<file path="src/rtl/clk_divider_prog.sv">
// clk_divider_prog: runtime-programmable clock divider with registered clk_out,
// single-cycle rise/fall strobes and a frame strobe every L output periods.
// Optional feature macro: CLK_DIVIDER_PROG_SYNC_EN adds i_sync_in, which forces a
// period restart (phase alignment of several dividers to one event).
module clk_divider_prog #(
    parameter int unsigned DIV_W         = 8,
    parameter int unsigned DIV_DEFAULT   = 2,
    parameter int unsigned FRAME_W       = 16,
    parameter int unsigned FRAME_DEFAULT = 256
) (
    input  logic               i_clk_in,
    input  logic               i_reset,
    input  logic               i_enable,
    input  logic [DIV_W-1:0]   i_div_value,
    input  logic               i_div_load,
    output logic               o_div_busy,
    input  logic [FRAME_W-1:0] i_frame_len,
`ifdef CLK_DIVIDER_PROG_SYNC_EN
    input  logic               i_sync_in,
`endif
    output logic               o_clk_out,
    output logic               o_rise_tick,
    output logic               o_fall_tick,
    output logic               o_frame_tick
);

    // Reset divisor and frame length after clamping.
    localparam int unsigned N0_INT = (DIV_DEFAULT < 2) ? 2 : DIV_DEFAULT;
    localparam int unsigned L0_INT = (FRAME_DEFAULT == 0) ? 1 : FRAME_DEFAULT;

    localparam logic [DIV_W-1:0]   N0        = DIV_W'(N0_INT);
    localparam logic [DIV_W-1:0]   DIV_ONE   = DIV_W'(1);
    localparam logic [DIV_W-1:0]   DIV_TWO   = DIV_W'(2);
    localparam logic [DIV_W:0]     HIGH_ONE  = (DIV_W + 1)'(1);
    localparam logic [FRAME_W-1:0] L0        = FRAME_W'(L0_INT);
    localparam logic [FRAME_W-1:0] FRAME_ONE = FRAME_W'(1);

    logic [DIV_W-1:0]   r_cnt;
    logic [DIV_W-1:0]   r_n;
    logic [DIV_W-1:0]   r_pend;
    logic               r_busy;
    logic               r_clk;
    logic               r_rise;
    logic               r_fall;
    logic               r_frame_tick;
    logic [FRAME_W-1:0] r_frame_cnt;
    logic [FRAME_W-1:0] r_len;

    logic               w_sync;
    logic               w_wrap;
    logic               w_apply;
    logic [DIV_W-1:0]   w_cnt_next;
    logic [DIV_W-1:0]   w_n_next;
    logic [DIV_W:0]     w_high;
    logic [DIV_W-1:0]   w_div_eff;
    logic [FRAME_W-1:0] w_len_eff;

`ifdef CLK_DIVIDER_PROG_SYNC_EN
    assign w_sync = i_sync_in;
`else
    assign w_sync = 1'b0;
`endif

    // Next count, divisor switch at the wrap, and high time of the coming period.
    always_comb begin
        w_wrap     = w_sync || (r_cnt == (r_n - DIV_ONE));
        w_cnt_next = w_wrap ? '0 : (r_cnt + DIV_ONE);
        w_apply    = w_wrap && r_busy;
        w_n_next   = w_apply ? r_pend : r_n;
        // Widened by one bit so N = 2^DIV_W-1 cannot overflow the +1.
        w_high     = ({1'b0, w_n_next} + HIGH_ONE) >> 1;
        w_div_eff  = (i_div_value < DIV_TWO) ? DIV_TWO : i_div_value;
        w_len_eff  = (i_frame_len == '0) ? FRAME_ONE : i_frame_len;
    end

    // Period counter, active divisor and registered clock/edge strobes.
    always_ff @(posedge i_clk_in) begin
        if (!i_reset) begin
            r_cnt  <= N0 - DIV_ONE;
            r_n    <= N0;
            r_clk  <= 1'b0;
            r_rise <= 1'b0;
            r_fall <= 1'b0;
        end else if (i_enable) begin
            r_cnt  <= w_cnt_next;
            r_n    <= w_n_next;
            r_clk  <= ({1'b0, w_cnt_next} < w_high);
            r_rise <= w_wrap;
            r_fall <= ({1'b0, w_cnt_next} == w_high);
        end else begin
            r_rise <= 1'b0;
            r_fall <= 1'b0;
        end
    end

    // Divisor load handshake; loads are accepted even while disabled.
    always_ff @(posedge i_clk_in) begin
        if (!i_reset) begin
            r_pend <= '0;
            r_busy <= 1'b0;
        end else if (i_enable && w_apply) begin
            r_busy <= 1'b0;
        end else if (i_div_load && !r_busy) begin
            r_pend <= w_div_eff;
            r_busy <= 1'b1;
        end
    end

    // Frame counter advances on each rise; frame_len is sampled only at a frame boundary.
    always_ff @(posedge i_clk_in) begin
        if (!i_reset) begin
            r_frame_cnt  <= '0;
            r_len        <= L0;
            r_frame_tick <= 1'b0;
        end else begin
            r_frame_tick <= 1'b0;
            if (i_enable && w_wrap) begin
                if (w_sync && (r_len != FRAME_ONE)) begin
                    // Realignment restarts the frame without closing it.
                    r_frame_cnt <= '0;
                end else if (r_frame_cnt == (r_len - FRAME_ONE)) begin
                    r_frame_cnt  <= '0;
                    r_frame_tick <= 1'b1;
                    r_len        <= w_len_eff;
                end else begin
                    r_frame_cnt <= r_frame_cnt + FRAME_ONE;
                end
            end
        end
    end

    assign o_clk_out    = r_clk;
    assign o_rise_tick  = r_rise;
    assign o_fall_tick  = r_fall;
    assign o_frame_tick = r_frame_tick;
    assign o_div_busy   = r_busy;

endmodule

</file>
<file path="config.mk">
export PLATFORM = sky130hd
export DESIGN_NAME = clk_divider_prog
export DESIGN_NICKNAME = d
export VERILOG_FILES = /design/src/rtl/clk_divider_prog.sv
export SDC_FILE = /design/constraint.sdc
export NUM_CORES = 1
export LEC_CHECK = 0
export ABC_CLOCK_PERIOD_IN_PS = 7100
export CAP_MARGIN = 20
export CORE_MARGIN = 1
export CORE_UTILIZATION = 50
export CTS_BUF_LIST = sky130_fd_sc_hd__clkbuf_2 sky130_fd_sc_hd__clkbuf_4 sky130_fd_sc_hd__clkbuf_8
export DETAILED_ROUTE_END_ITERATION = 8
export GPL_TIMING_DRIVEN = 1
export PLACE_DENSITY_LB_ADDON = 0.08
export SLEW_MARGIN = 30
export SYNTH_ARGS = -nofsm -noshare
export SYNTH_HDL_FRONTEND = slang
export SYNTH_SLANG_ARGS = --single-unit
export TNS_END_PERCENT = 30
</file>
<file path="constraint.sdc">
create_clock -name i_clk_in -period 7.1 [get_ports i_clk_in]
set_input_delay 1.775 -clock i_clk_in [delete_from_list [all_inputs] [get_ports i_clk_in]]
set_output_delay 1.775 -clock i_clk_in [all_outputs]
set_load 0.05 [all_outputs]
</file>
# Word level (Yosys, flattened, before mapping)
# Cells that the tools add are included.
dict set report word_totals {
  input_bits 28
  register_bits 61
}
dict set report op_classes {
  eq_ne 3
  muxes 6
  reduce_logical 11
  bitwise_logic 2
  add_sub_neg 5
  n_lt_le_gt_ge 2
}
# op count
set op_table {}
lappend op_table {{16-bit two-way mux} 2}
lappend op_table {{8-bit two-way mux} 3}
lappend op_table {{16-bit by 1-bit adder with 16-bit output, second input constant} 1}
lappend op_table {{16-bit equality test} 1}
lappend op_table {{8-bit equality test} 2}
lappend op_table {{16-bit logical NOT} 1}
lappend op_table {{16-bit by 1-bit subtractor with 16-bit output, second input constant} 1}
lappend op_table {{8-bit by 1-bit adder with 9-bit output, second input constant} 1}
lappend op_table {{8-bit by 1-bit adder with 8-bit output, second input constant} 1}
lappend op_table {{8-bit by 2-bit less-than comparator with 1-bit output, second input constant} 1}
lappend op_table {{8-bit less-than comparator} 1}
lappend op_table {{2-bit AND reduction} 4}
lappend op_table {{8-bit by 1-bit subtractor with 8-bit output, second input constant} 1}
lappend op_table {{1-bit logical AND} 4}
lappend op_table {{1-bit NOT} 2}
lappend op_table {{2-bit OR reduction} 1}
lappend op_table {{1-bit logical NOT} 1}
lappend op_table {{1-bit two-way mux} 1}

# Depth between registers and ports, before layout
# Gate-level depths: netlist of run 1.
dict set report logic_depth {
  word_depth 6
  depth_mapped 19
}

# Worst setup path after synthesis of run 1
# No wires, ideal clock.
dict set report synth_path {
  path_type {register to register}
  from {register r_n[0]}
  to {register r_clk, in the netlist o_clk_out}
  stages_incl_launch_ff 20
  t_required_ps 7041
  arrival_time_ps 4086
  path_slack_ps 2955
  period_less_slack_ps 4145
  path_buffers 1
  setup_time_ps 59
  cell_sequence {dfxtp_1 > clkbuf_1 > inv_1 > ha_1 > o21ba_2 > a221oi_1 > o22ai_1 > nor3_2 > nand2_1 > mux2_2 > ha_1 > xor2_1 > ha_1 > nor2b_1 > o21a_1 > o21a_1 > o21a_1 > o21a_1 > o21ai_0 > a22o_1}
}
dict set report synth_via {
  elab_chain_cells 6
}
# item line_no
set synth_lines {}
lappend synth_lines {{start: declaration} 39} ;# logic [DIV_W-1:0] r_n;
lappend synth_lines {{start signal: assignment} 86} ;# r_n <= w_n_next;
lappend synth_lines {{8-bit by 1-bit subtractor with 8-bit output} 66} ;# w_wrap = w_sync || (r_cnt == (r_n - DIV_ONE));
lappend synth_lines {{8-bit equality test} 66}
lappend synth_lines {{1-bit logical AND} 68} ;# w_apply = w_wrap && r_busy;
lappend synth_lines {{8-bit two-way mux} 69} ;# w_n_next = w_apply ? r_pend : r_n;
lappend synth_lines {{via w_n_next[1]} 53} ;# logic [DIV_W-1:0] w_n_next;
lappend synth_lines {{8-bit by 1-bit adder with 9-bit output} 71} ;# w_high = ({1'b0, w_n_next} + HIGH_ONE) >> 1;
lappend synth_lines {{8-bit less-than comparator} 87} ;# r_clk <= ({1'b0, w_cnt_next} < w_high);
lappend synth_lines {{end signal: assignment} 87}
lappend synth_lines {{end: declaration} 42} ;# logic r_clk;
# The timed path passes the listed nets, and every way through them passes these cells.
# A chain may end at the register's enable or synchronous reset.

# Final worst setup path of run 1
# Ends and elaborated chain as after synthesis.

==> results of run 1 <==
==> flip-flops by register name, indices dropped and copies added (netlist names) <==
register / count
r_frame_cnt: 16
r_len: 16
r_cnt: 8
r_n: 8
r_pend: 8
o_clk_out: 1
o_div_busy: 1
o_fall_tick: 1
o_frame_tick: 1
o_rise_tick: 1
==> cells in the mapped netlist (3+ instances only) <==
library cell  count
o21a_1            9
nor3_1           18
a311oi_1          3
o21ai_0          14
buf_2             6
nor4_1            6
nor3_2            3
nor2_1           43
nand2_1          38
inv_1            22
ha_1             13
and2_1            3
xnor2_1          23
and3_1            8
dfxtp_1          61
a31oi_1           5
nand3_1          20
a2bb2o_1         14
nand2b_1          3
clkbuf_1         17
xor2_1           27
nand4_1          16
or2_2             3
nor2b_1          18
and4_1            7
mux2i_1          10
or3_1             7
o22ai_1           3
a21oi_1          13
a21boi_0          8
==> metrics by stage <==
step | hold slack [ns] | util
after floorplan | 0.464 | -
after global placement | 0.496 | 0.559
after detailed placement | 0.509 | 0.559
after CTS | 0.519 | 0.581
after global routing | 0.567 | 0.582
final | 0.516 | 0.582
==> worst max-delay path, delay by kind of cell, from the launching register on <==
kind / cells / cell delay (ns)
compound gates: 9 / 1.66
simple gates: 3 / 1.13
fa+ha+maj: 3 / 0.84
flops: 1 / 0.51
mux: 1 / 0.41
xor+xnor: 1 / 0.19
buf+inv: 1 / 0.08
==> power by group <==
group	switching, mW	internal [mW]	total (mW)	leakage, nW
clock	0.132	0.145	0.276	0.0915
sequential	0.0213	0.356	0.378	0.494
combinational	0.118	0.0894	0.208	1.06
==> metal layers <==
metal / part of all wire / global-route usage / wire length [µm] / vias to the layer above
met5: 0 / 0 / 0 / -
met2: 0.52 / 0.443 / 4940 / 62
li1: - / - / - / 1746
met4: 0.029 / 0.115 / 279 / 0
met3: 0.029 / 0.0530 / 273 / 25
met1: 0.43 / 0.269 / 4070 / 1703
==> worst max path at each step <==
| stage | from | depth (start not counted) | end | slack (ns) |
|---|---|---|---|---|
| floorplan | r_n[0] | 19 | o_clk_out | 2.96 |
| global placement | r_n[0] | 18 | o_clk_out | 2.18 |
| detailed placement | r_n[0] | 18 | o_clk_out | 1.97 |
| CTS | r_n[0] | 18 | o_clk_out | 1.99 |
| global route | r_n[0] | 18 | o_clk_out | 1.89 |
| finish | r_n[0] | 18 | o_clk_out | 2.24 |
==> final cells by class <==
type	count	area share
clock buffers	12	0.0355
clock inverters	2	0.00224
inverters	22	0.0185
multi-input cells	370	0.567
flip-flops and latches	61	0.273
well taps	102	0.0285
repair buffers	34	0.0750
==> logic make-up (layout without fill, tap and decap cells) <==
family	count (synthesis)	after routing	share of synthesized area
AOI/OAI and AO/OA	92	92	0.173
DFF	61	61	0.309
adders and majority gates	13	13	0.0412
muxes	12	12	0.0311
and+or+nand+nor	202	202	0.279
xor gates and xnor gates	51	51	0.117
buffers and inverters	47	70	0.0495
==> cell usage in the layout, fill, tap and decap left out, types with 11 or more instances in the layout <==
| cell | n |
|---|---|
| dfxtp_1 | 61 |
| clkdlybuf4s50_1 | 32 |
| nand2_1 | 38 |
| nor2b_1 | 18 |
| o21ai_0 | 14 |
| inv_1 | 22 |
| clkbuf_8 | 11 |
| ha_1 | 13 |
| nor3_1 | 18 |
| xnor2_1 | 23 |
| nor2_1 | 43 |
| nand4_1 | 16 |
| xor2_1 | 27 |
| a21oi_1 | 13 |
| a2bb2o_1 | 14 |
| nand3_1 | 20 |
==> impl_metrics.toml, run 1 <==
[run_status]
outcome = "finished clean"

[worst_setup_path]
crit_slowest_cell = "nor3_4"
worstRegToRegCells = 18
r2r-end = "o_clk_out"
r2r_start = "r_n[0]"
cp-start-kind = "register"
setup.worst_path.class = "register to register"
arrival_ns = 5.14
crit_top_cell = "o21a_1"
crit_required_ns = 7.38
r2r_setup_slack_ns = 2.24
cp_max_fo = 18
cpPeakStageDelay_ns = 0.52
path_cells = "inv_1 > ha_1 > o21ba_2 > a221oi_1 > o22ai_1 > nor3_4 > nand2_1 > mux2_2 > ha_1 > xor2_1 > ha_1 > nor2b_1 > o21a_1 > o21a_1 > o21a_1 > o21a_1 > o21ai_0 > a22o_1"
cp-end-kind = "register"

[yosys]
async_reset_ff_frac = 0
netlist_instances = 478
syn_area_um2 = 3950
synth-seq-cells = 61
synth_edf_count = 0
synthTopCellsByArea = "dfxtp_1 (31%), xor2_1 (6.0%), xnor2_1 (5.1%)"
ys.flop_type = "dfxtp_1"
syn_nets = 519
synth_warnings = 0
synth_top_cell_area_share = 0.309
syn_avg_cell_area_um2 = 8.26
seq_area_frac_synth = 0.309
synth_top_area_cell = "dfxtp_1"
ys_types = 60

[clocking]
post_cts_buffers = 0
cts.sinks = 61
cts.htree.levels = 3
clk_path_buf_depth = 2
hold_buffers = 0
ctsResizeCount = 0
clkSlewWorstSetupHoldPaths_ns = 0.07
clockRootBuffer = "clkbuf_8"
clkLatencyLatePin_ns = 0.34
cts_tree = "yes"
numCtsBuffers = 9

[global_routing]
grt_pass1_vias = 3412
grt_pass1_wl_mm = 16.1
grt-ovfl-total = 0
antenna_found_initial = 0
grt_max_degree = 32
grt_usage = 0.244

[min_path]
holdCritPathClass = "register to register"
hold_path_end = "r_frame_cnt[3]"
hp-start = "r_frame_cnt[3]"
hold_depth = 2

[power_and_ir_drop]
total_power_uw = 862
power.density_nw_per_um2 = 193
p_leak_nw = 1.64
vdd_drop_max_v = 0.000120

[final_layout]
n_fill_cell = 740
syn2layout_area_growth_pct = 13.3
multiInputGateArea_um2 = 2540
finalNetCount = 539
n_antenna_cell = 0
instances_no_fill = 603
layout.area.seq_um2 = 1220
drive_gt1_frac = 0.0679
fin_area_um2 = 4470

[detailed_routing]
drt_first_pass_iters = 4
num_vias = 3536
post_drt_wl_per_cell_um = 15.9
ant_nets = 0
drc = 0
routed_wl_mm = 9.57
drtIter0Drc = 162
vias_per_cell = 5.86

[placed_design]
dp_hpwl_mm = 7.18
postPlaceCellArea_um2 = 4300
post-place-ws_ns = 1.97
placedCellCount = 589
routabilityCongestion = 0.841
port_buffers = 32

[floorplan]
die_x_um = 90.8
die_h_um = 90.8
ios = 33
core_area_um2 = 7690
rows = 32
initial_utilization = 0.513
fp.dieArea_um2 = 8250

[sta]
relSlewSlack = 0.415
final.period_utilization = 0.685
period_minus_slack_ns = 4.86
setup_viol = 0
grt_setup_unrepaired = "no"
fmax_mhz = 206
finalSetupTns_ns = 0
skew_ns = 0.00989
drv_slew = 0
hold_violations = 0
tightest_slew_ns = 0.871
setup_ws_ns = 2.24

[job]
cap_violations = 0
Power figures use the tool's default switching activity.
==> inputs of run 2 (changes only) <==
--- a/config.mk
+++ b/config.mk
@@ -5,7 +5,7 @@
 export SDC_FILE = /design/constraint.sdc
 export NUM_CORES = 1
 export LEC_CHECK = 0
-export ABC_CLOCK_PERIOD_IN_PS = 7100
+export ABC_CLOCK_PERIOD_IN_PS = 4920
 export CAP_MARGIN = 20
 export CORE_MARGIN = 1
 export CORE_UTILIZATION = 50
==> constraint.sdc (replaced) <==
create_clock -name i_clk_in -period 4.92 [get_ports i_clk_in]
set_input_delay 1.23 -clock i_clk_in [delete_from_list [all_inputs] [get_ports i_clk_in]]
set_output_delay 1.23 -clock i_clk_in [all_outputs]
set_load 0.05 [all_outputs]
==> impl_metrics.toml, run 2 (synthesis results as in run 1) <==
[run_status]
outcome = "finished clean"

[sta]
finalSetupTns_ns = 0
tightest_slew_ns = 0.873
final.period_utilization = 0.871
grt_setup_unrepaired = "no"
hold_violations = 0
period_minus_slack_ns = 4.29
fmax_mhz = 233
relSlewSlack = 0.413
setup_viol = 0
drv_slew = 0
skew_ns = 0.00801

[worst_setup_path]
crit_top_cell = "o21a_1"
crit_required_ns = 5.21
path_buf_inv = 1
setup.worst_path.class = "register to register"
cpPeakStageDelay_ns = 0.50
crit_slowest_cell = "dfxtp_1"
cp_max_fo = 16
arrival_ns = 4.58
path_cells = "inv_1 > ha_1 > o21ba_2 > a221oi_1 > o22ai_1 > nor3_2 > nand2_1 > mux2_2 > ha_1 > xor2_1 > ha_1 > nor2b_1 > o21a_1 > o21a_1 > o21a_1 > o21a_1 > o21ai_0 > a22o_1"
cp-end-kind = "register"
path_delay_family = "compound AO/OA/AOI/OAI gates"
cp-start-kind = "register"

[clocking]
clk_path_buf_depth = 2
clkSlewWorstSetupHoldPaths_ns = 0.07
cts.htree.levels = 3
cts_tree = "yes"
numCtsBuffers = 9
clockRootBuffer = "clkbuf_8"
post_cts_buffers = 0
ctsResizeCount = 0
hold_buffers = 0
cts.sinks = 61
clkLatencyLatePin_ns = 0.35

[power_and_ir_drop]
vdd_drop_max_v = 0.000220
power.density_nw_per_um2 = 298
p_leak_nw = 1.67

[min_path]
holdCritPathClass = "register to register"

[detailed_routing]
vias_per_cell = 5.78
drt_first_pass_iters = 5
routed_wl_mm = 9.44
drc = 0
post_drt_wl_per_cell_um = 15.6
drtIter0Drc = 123
ant_nets = 0
num_vias = 3505

[floorplan]
die_h_um = 90.8
ios = 33
die_x_um = 90.8
initial_utilization = 0.513
fp.dieArea_um2 = 8250
rows = 32
core_area_um2 = 7690

[final_layout]
post-route-util = 0.590
n_antenna_cell = 0
reg_top3 = "r_frame_cnt: 16 flops, r_len: 16 flops"
drive_gt1_frac = 0.0734
final_common_cell = "dfxtp_1"
finalNetCount = 541
layout_common_cells = "dfxtp_1 (61), nor2_1 (43), nand2_1 (38), clkdlybuf4s50_1 (32), xor2_1 (27)"
syn2layout_area_growth_pct = 14.9

[placed_design]
port_buffers = 32
routabilityCongestion = 0.845
dp_hpwl_mm = 6.99

[global_routing]
grt_pass1_vias = 3421
antenna_found_initial = 0
grt_pass1_wl_mm = 15.8
grt-ovfl-total = 0
grt_max_degree = 19
grt_usage = 0.239

[job]
cap_violations = 0
-- run 2: cell count changes in the layout (fill, tap and decap cells not counted) --
cell and change:
buf_4 +2, nor3_4 -1, clkinv_2 +1, clkbuf_4 -1, bufinv_16 +2, o31ai_4 +1, o31ai_2 -1, clkbuf_8 -1
nor3_2 +1
-- run 2: cell type report --
| type | instances | area [µm²] |
|---|---|---|
| Fill cell | 732 | 3150 |
| Multi-Input combinational cell | 370 | 2540 |
| Sequential cell | 61 | 1220 |
| Timing Repair Buffer | 36 | 350 |
| Clock buffer | 10 | 138 |
| Tap cell | 102 | 128 |
| Inverter | 22 | 82.6 |
| Clock inverter | 5 | 75.1 |
-- run 2: through the flow --
step | instances | hold WS (ns) | instance area [µm²] | total power, mW | worst slack (ns)
after floorplan | 478 | 0.464 | 3950 | 0.769 | 0.775
after global placement | 591 | 0.502 | 4310 | 0.858 | 0.783
after detailed placement | 591 | 0.517 | 4320 | 0.864 | 0.664
after CTS | 606 | 0.525 | 4530 | 1.36 | 0.624
after global routing | 606 | 0.554 | 4530 | 1.42 | 0.295
final | 606 | 0.524 | 4530 | 1.35 | 0.635
-- run 2: per-layer routing --
| layer | vias to the layer above | GRT usage | wire [µm] |
|---|---|---|---|
| met5 | - | 0 | 0 |
| met4 | 0 | 0.112 | 262 |
| met3 | 21 | 0.0589 | 289 |
| met2 | 65 | 0.427 | 4800 |
| met1 | 1664 | 0.265 | 4090 |
| li1 | 1755 | - | - |
-- run 2: final timing paths --
kind / slack [ns] / from / cells after the start / to
setup / recovery: 0.63 / r_n[0] / 18 / o_clk_out
hold / removal: 0.52 / r_pend[6] / 2 / r_pend[6]
setup reg to reg: 0.63 / r_n[0] / 18 / o_clk_out
hold reg to reg: 0.52 / r_pend[6] / 2 / r_pend[6]
-- run 2: worst register-to-register path: stages (launching register included) --
cell and delay, ns:
dfxtp_1 0.50, inv_1 0.08, ha_1 0.28, o21ba_2 0.23, a221oi_1 0.27, o22ai_1 0.17
nor3_2 0.15, nand2_1 0.35, mux2_2 0.40, ha_1 0.27, xor2_1 0.19, ha_1 0.29
nor2b_1 0.13, o21a_1 0.16, o21a_1 0.16, o21a_1 0.16, o21a_1 0.16, o21ai_0 0.16
a22o_1 0.14
-- run 2: where the power goes --
| group | leakage [nW] | internal (mW) | switching, mW |
|---|---|---|---|
| clock | 0.112 | 0.294 | 0.203 |
| sequential | 0.494 | 0.514 | 0.0309 |
| combinational | 1.07 | 0.133 | 0.175 |
